==> config.mk <==
export PLATFORM = sky130hd
export DESIGN_NAME = muldiv
export DESIGN_NICKNAME = d
export VERILOG_FILES = /design/src/rtl/muldiv.sv
export SDC_FILE = /design/constraint.sdc
export NUM_CORES = 1
export LEC_CHECK = 0
export CAP_MARGIN = 20
export CORE_ASPECT_RATIO = 1.2
export CORE_MARGIN = 4
export CORE_UTILIZATION = 67
export CTS_BUF_LIST = sky130_fd_sc_hd__clkbuf_8
export CTS_CLUSTER_SIZE = 40
export DETAILED_ROUTE_END_ITERATION = 8
export PLACE_DENSITY_LB_ADDON = 0.2
export SLEW_MARGIN = 20
export SYNTH_ARGS = -nofsm -noshare
export SYNTH_HDL_FRONTEND = slang
export SYNTH_SLANG_ARGS = --single-unit
==> constraint.sdc <==
create_clock -name clk -period 5.4 [get_ports clk]
set_clock_uncertainty 0.05 [all_clocks]
set_input_delay 1.62 -clock clk [delete_from_list [all_inputs] [get_ports clk]]
set_output_delay 1.62 -clock clk [all_outputs]
set_load 0.05 [all_outputs]
==> src/rtl/muldiv.sv <==
// Iterative RV32M multiply/divide unit: 32-cycle shift-add / restoring divide.
// Optional MULDIV_ZERO_BYPASS_EN skips iteration for zero-operand requests.
module muldiv (
    input  logic        clk,
    input  logic        rst_n,
    input  logic        start,
    input  logic [2:0]  funct3,
    input  logic [31:0] SrcA,
    input  logic [31:0] SrcB,
    output logic        busy,
    output logic        done,
    output logic [31:0] Result
);
    localparam int unsigned W  = 32;
    localparam int unsigned CW = 5;

    typedef enum logic [1:0] {IDLE, CALC, FIX, DONE} state_t;

    state_t          state;
    logic [2:0]      op;
    logic [W-1:0]    a_raw;
    logic [W-1:0]    dvs;
    logic [W-1:0]    acc_hi;
    logic [W-1:0]    acc_lo;
    logic [CW-1:0]   cnt;
    logic            b_zero;
    logic            neg_q;
    logic            neg_r;

    // Operand decode at capture time
    logic            sgn_a_in, sgn_b_in, neg_a_in, neg_b_in, bypass_in;
    logic [W-1:0]    a_mag_in, b_mag_in;

    assign sgn_a_in = (funct3 == 3'b001) || (funct3 == 3'b010) ||
                      (funct3 == 3'b100) || (funct3 == 3'b110);
    assign sgn_b_in = (funct3 == 3'b001) || (funct3 == 3'b100) || (funct3 == 3'b110);
    assign neg_a_in = sgn_a_in & SrcA[W-1];
    assign neg_b_in = sgn_b_in & SrcB[W-1];
    assign a_mag_in = neg_a_in ? W'(-SrcA) : SrcA;
    assign b_mag_in = neg_b_in ? W'(-SrcB) : SrcB;

`ifdef MULDIV_ZERO_BYPASS_EN
    assign bypass_in = funct3[2] ? (SrcB == '0) : ((SrcA == '0) || (SrcB == '0));
`else
    assign bypass_in = 1'b0;
`endif

    // One iteration step for each algorithm
    logic [W:0] mul_sum, div_shift, div_diff;
    logic       div_ok;

    assign mul_sum   = {1'b0, acc_hi} + (acc_lo[0] ? {1'b0, dvs} : (W+1)'(0));
    assign div_shift = {acc_hi, acc_lo[W-1]};
    assign div_diff  = div_shift - {1'b0, dvs};
    assign div_ok    = ~div_diff[W];

    // Sign correction and result select
    logic [2*W-1:0] prod, prod_fix;
    logic [W-1:0]   quo_fix, rem_fix, res_c;

    assign prod     = {acc_hi, acc_lo};
    assign prod_fix = neg_q ? (2*W)'(-prod) : prod;
    assign quo_fix  = neg_q ? W'(-acc_lo) : acc_lo;
    assign rem_fix  = neg_r ? W'(-acc_hi) : acc_hi;

    always_comb begin
        res_c = '0;
        case (op)
            3'b000:                 res_c = prod_fix[W-1:0];
            3'b001, 3'b010, 3'b011: res_c = prod_fix[2*W-1:W];
            3'b100, 3'b101:         res_c = b_zero ? '1 : quo_fix;
            default:                res_c = b_zero ? a_raw : rem_fix;
        endcase
    end

    always_ff @(posedge clk or negedge rst_n) begin
        if (!rst_n) begin
            state  <= IDLE;
            op     <= '0;
            a_raw  <= '0;
            dvs    <= '0;
            acc_hi <= '0;
            acc_lo <= '0;
            cnt    <= '0;
            b_zero <= 1'b0;
            neg_q  <= 1'b0;
            neg_r  <= 1'b0;
            busy   <= 1'b0;
            done   <= 1'b0;
            Result <= '0;
        end else begin
            case (state)
                IDLE: begin
                    done <= 1'b0;
                    if (start) begin
                        op     <= funct3;
                        a_raw  <= SrcA;
                        b_zero <= (SrcB == '0);
                        neg_q  <= neg_a_in ^ neg_b_in;
                        neg_r  <= neg_a_in;
                        cnt    <= '0;
                        acc_hi <= '0;
                        busy   <= 1'b1;
                        if (funct3[2]) begin
                            acc_lo <= a_mag_in;
                            dvs    <= b_mag_in;
                        end else begin
                            acc_lo <= bypass_in ? '0 : b_mag_in;
                            dvs    <= a_mag_in;
                        end
                        state <= bypass_in ? FIX : CALC;
                    end
                end
                CALC: begin
                    cnt <= cnt + CW'(1);
                    if (op[2]) begin
                        acc_hi <= div_ok ? div_diff[W-1:0] : div_shift[W-1:0];
                        acc_lo <= {acc_lo[W-2:0], div_ok};
                    end else begin
                        acc_hi <= mul_sum[W:1];
                        acc_lo <= {mul_sum[0], acc_lo[W-1:1]};
                    end
                    if (cnt == CW'(31)) state <= FIX;
                end
                FIX: begin
                    Result <= res_c;
                    done   <= 1'b1;
                    busy   <= 1'b0;
                    state  <= DONE;
                end
                default: begin
                    done  <= 1'b0;
                    state <= IDLE;
                end
            endcase
        end
    end
endmodule

# Word level (Yosys, flattened, before mapping)
# Cells that the tools add are included.
classes:
  add_sub_neg: 8
  n_eq_ne: 14
  muxes: 26
  bitwise_logic: 4
  reduce_logical: 16
ops:
  columns: ["op", "count"]
  rows:
  - ["$mux 32", 14]
  - ["$neg 32->32", 4]
  - ["$pmux 32 s2", 2]
  - ["$pmux 32 s3", 1]
  - ["$mux 64", 1]
  - ["$neg 64->64", 1]
  - ["$add 32x32->33", 1]
  - ["$sub 33x32->33", 1]
  - ["$logic_not 32->1", 1]
  - ["$eq 3x3->1 const B", 4]
  - ["$pmux 5 s2", 1]
  - ["$eq 3x2->1 const B", 3]
  - ["$reduce_and 2->1", 4]
  - ["$eq 3x1->1 const B", 2]
  - ["$pmux 2 s3", 1]
  - ["$add 5x1->5 const B", 1]
  - ["$eq 5x5->1 const B", 1]
  - ["$logic_or 1x1->1", 5]
  - ["$mux 5", 1]
  - ["$mux 2", 2]
  - ["$ne 2x2->1 const B", 2]
  - ["$pmux 1 s2", 2]
  - ["$reduce_bool 2->1", 2]
  - ["$logic_not 3->1", 1]
  - ["other kinds (9)", 10]
totals:
  reg_bits: 175
  out_inout_bits: 34
  word_cells: 81

# Longest topological paths before layout
logic_depth:
  word_depth: 9
  ltp_mapped: 15

# Worst setup path after synthesis
# Ideal clock, no wire load.
synth_path:
  kind: "input -> register"
  startpoint: "input port SrcA[4]"
  endpoint: "register dvs[24]"
  t_arrival_ps: 3807
  required_time_ps: 5216
  slack_ps: 1410
  stages: 10
  cell_sequence: "or4_1 nor3_1 nand3b_1 nor4_1 a21oi_1 a21oi_1 xor2_1 nor2_1 a21oi_1 o21ai_0"
synth_via:
  elab_chain_cells: 3
synth_rtl:
  columns: ["item", "line", "rtl"]
  rows:
  - ["start: declaration", "8", "input logic [31:0] SrcA,"]
  - ["$neg 32->32", "39", "assign a_mag_in = neg_a_in ? W'(-SrcA) : SrcA;"]
  - ["$mux 32", "39", null]
  - ["$mux 32", "104", "if (funct3[2]) begin"]
  - ["end signal: assignment", "106", "dvs <= b_mag_in;"]
  - ["end signal: assignment", "109", "dvs <= a_mag_in;"]
  - ["end: declaration", "22", "logic [W-1:0] dvs;"]
# No other way between the ends.
# A chain may end at the register's enable or synchronous reset.

# Final worst setup path
layout_path:
  startpoint: "input port SrcB[4]"
  endpoint: "register acc_lo[28]"
layout_via:
  elab_chain_cells: 5
layout_rtl:
  columns: ["item", "line", "rtl"]
  rows:
  - ["start: declaration", "9", "input logic [31:0] SrcB,"]
  - ["$neg 32->32", "40", "assign b_mag_in = neg_b_in ? W'(-SrcB) : SrcB;"]
  - ["$mux 32", "40", null]
  - ["$mux 32", "104", null]
  - ["$mux 32", "95", "if (start) begin"]
  - ["$pmux 32 s2", "92", "case (state)"]
  - ["end signal: assignment", "105", "acc_lo <= a_mag_in;"]
  - ["end signal: assignment", "108", "acc_lo <= bypass_in ? '0 : b_mag_in;"]
  - ["end signal: assignment", "118", "acc_lo <= {acc_lo[W-2:0], div_ok};"]
  - ["end: declaration", "24", "logic [W-1:0] acc_lo;"]
# No other way between the ends. The select of a mux whose other input is x is not followed.

==> impl_metrics.py <==
metrics = {
    "global_routing": {
        "busiest_layer": "met2",
        "grt_usage_pct": 39.2,
        "grt_use_met2_pct": 61.9,
        "grt_max_degree": 94,
        "grt_pass1_wl_mm": 81.0,
        "grt_pass1_vias": 15100,
        "met3_usage_pct": 6.37,
        "antenna_found_initial": 0,
        "grt-ovfl-total": 0,
        "grtUsageMet1_pct": 51.5,
    },
    "power_and_ir_drop": {
        "irDropWorstVdd_mv": 0.499,
        "power_per_cell_area_mw_per_mm2": 687,
        "power.leakage_nw": 7.15,
    },
    "die": {
        "ios": 104,
        "fp.coreArea_sq_mm": 0.0232,
        "die_w_um": 148,
        "die-area_sq_mm": 0.0261,
        "die_y_um": 176,
        "placementRows": 61,
        "initial_utilization_pct": 68.2,
    },
    "timing": {
        "setup_violations": 0,
        "grt_setup_unrepaired": "no",
        "clock.fmax_mhz": 229,
        "slew-limit-headroom_pct": 31.8,
        "drv_slew": 0,
        "fin_tns_setup_ns": 0,
        "post-route-min-period_ns": 4.37,
        "final_hold_viol_count": 0,
        "period_share_pct": 80.9,
        "tightest_slew_ns": 1.02,
    },
    "setup_path": {
        "worstPathRequired_ns": 5.72,
        "criticalPathCategory": "in2reg",
        "crit_family": "simple AND/OR/NAND/NOR gates",
        "cpMaxStageDelayCell": "nor4_1",
        "slowest_delay_ns": 0.55,
        "start_kind": "input port",
        "r2r-start": "acc_lo[31]",
        "path_buf_inv": 1,
        "cp_cell_sequence": "clkdlybuf4s50_1 -> nor4_1 -> nand3_1 -> or2_2 -> nor4_1 -> and3b_1 -> a21oi_1 -> xor2_1 -> o21ai_0 -> a21oi_1",
        "worst_setup_path_end_kind": "flip-flop",
        "path_max_fanout": 5,
        "startpoint": "SrcB[4]",
        "arrival_ns": 4.68,
    },
    "detailed_routing": {
        "drt-initial-drc-count": 1442,
        "route.vias.total": 15700,
        "wl_mm": 51.3,
        "route.antenna.remaining_nets": 0,
        "dr.pass1.iters": 5,
        "avgRoutedWirePerCell_um": 21.7,
        "drcViolationCount": 0,
        "vias_per_cell": 6.63,
    },
    "yosys": {
        "synthFlopType": "dfrtp_1",
        "synth_top_cell_by_area": "dfrtp_1",
        "syn-instance-count": 2032,
        "async_flop_share_pct": 100,
        "ys.warnings.count": 0,
        "syn-cell-area_sq_mm": 0.0158,
        "syn_nets": 2177,
        "synth_area_per_cell_sq_um": 7.78,
        "synthDistinctLibCells": 80,
        "synth-edff-count": 0,
        "synth_area_leaders": "dfrtp_1 28%, a21oi_1 7.1%, xnor2_1 6.3%",
        "synth_seq_area_share_pct": 27.7,
        "synth.top_cell.area_share_pct": 27.7,
        "synth-seq-cells": 175,
    },
    "clocking": {
        "h-tree-depth": 4,
        "ctsResizeCount": 0,
        "cts-hold-fix-buffers": 0,
        "post_cts_buffers": 0,
        "cts.sinks": 175,
        "cts_buffer_depth": 2,
        "cts_tree": "done",
        "path_clk_slew_ns": 0.12,
        "cts_buffers": 17,
        "clk_latency_ns": 0.49,
        "clockRootBuffer": "clkbuf_8",
    },
    "final_layout": {
        "utilization_pct": 74.6,
        "final_cell_mix": "230 x nor2_1, 225 x a21oi_1, 181 x o21ai_0, 177 x nand2_1, 171 x dfrtp_1",
        "drive_gt1_share_pct": 6.69,
        "final_common_cell": "nor2_1",
        "final_nets": 2179,
        "synthToLayoutAreaGrowth_pct": 9.42,
    },
    "flow_run": {
        "max-cap-violations": 0,
    },
    "placement": {
        "globalplace.congestion": 1.01,
        "port_buffers": 103,
        "hpwl_mm": 38.9,
    },
    "min_path": {
        "hold_start": "a_raw[20]",
        "hp-class": "reg2reg",
    },
    "run_status": {
        "outcome": "completed",
    },
}
-- cells by family (layout without fill, tap and decap cells) --
family                     Yosys count  in the layout  share of synthesized area, %
AOI/OAI and AO/OA                  660            660                          25.6
and+or+nand+nor                    595            595                          17.1
buffers and inverters              219            234                          5.32
xor gates and xnor gates           205            205                          11.4
DFF                                175            175                          27.7
muxes                              103            103                          6.93
adders and majority gates           75             75                          6.03
other                                0              1                             0
-- worst paths after layout --
path,to,slack (ns),depth (start not counted)
max,acc_lo[28],1.03,10
min,a_raw[20],0.44,2
max reg2reg,acc_hi[8],1.04,14
min reg2reg,a_raw[20],0.44,2
max in group asynchronous,a_raw[26],3.17,2
min in group asynchronous,acc_hi[4],1.16,1
-- per-stage QoR --
| step | hold WS, ns | worst slack, ns | instances | area, sq um | total power, mW |
|---|---|---|---|---|---|
| floorplan | 0.400 | 1.41 | 2032 | 15800 | 8.40 |
| global placement | 0.412 | 0.701 | 2330 | 16900 | 10.5 |
| detailed placement | 0.420 | 0.593 | 2330 | 16900 | 10.7 |
| CTS | 0.442 | 1.12 | 2362 | 17300 | 11.7 |
| global route | 0.465 | 0.781 | 2362 | 17300 | 12.7 |
| finish | 0.442 | 1.03 | 2363 | 17300 | 11.9 |
-- flip-flops by register name (all words and copies together) (netlist names) --
register,cells
Result,32
a_raw,32
acc_hi,32
acc_lo,32
dvs,32
cnt,5
op,3
state,2
b_zero,1
busy,1
done,1
neg_q,1
neg_r,1
-- final cells by class --
type	count	area, sq um
antenna	1	2.50
sequential	175	4390
inverter	76	285
tap	315	394
fill	1841	5900
clock buffer	17	234
multi-input combinational	1638	10600
clock inverter	15	161
timing repair buffer	126	1220
-- cell usage after synthesis (all sizes together), types with 4 or more instances --
master / number
buf: 18
xnor2: 113
mux2: 52
a22oi: 15
o211ai: 10
a22o: 4
nand2: 179
o41ai: 13
clkbuf: 125
a21oi: 225
o221ai: 6
a211o: 4
o22a: 5
a221o: 5
and3: 4
o21bai: 6
a221oi: 16
xor2: 92
mux2i: 51
nand4: 13
nor2: 230
or3: 21
o21ai: 190
ha: 73
o21a: 11
o22ai: 12
nand3: 26
and2: 8
dfrtp: 175
or4: 15
inv: 75
or2: 6
o31a: 4
a31oi: 19
nand2b: 12
a211oi: 25
nor2b: 10
nor4: 15
o31ai: 31
nand3b: 7
a21o: 35
nor3: 37
-- power breakdown --
group / switching (mW) / internal, mW
registers: 0.922 / 1.92
logic: 4.95 / 3.15
clock network: 0.593 / 0.351
-- metal layers --
| metal | part of all wire [%] | wire [um] | up-vias |
|---|---|---|---|
| met3 | 9.0 | 4630 | 163 |
| met1 | 39 | 20100 | 7367 |
| li1 | - | - | 7262 |
| met2 | 46 | 23500 | 872 |
| met5 | 0 | 0 | - |
| met4 | 6.1 | 3110 | 0 |
-- worst min-delay path: cells and delay by family (launching register included) --
family / cells / cell delay [ns]
flip-flops: 1 / 0.36
AND/OR/NAND/NOR: 1 / 0.05
AO/OA/AOI/OAI: 1 / 0.06
(Power assumes the default switching activity.)
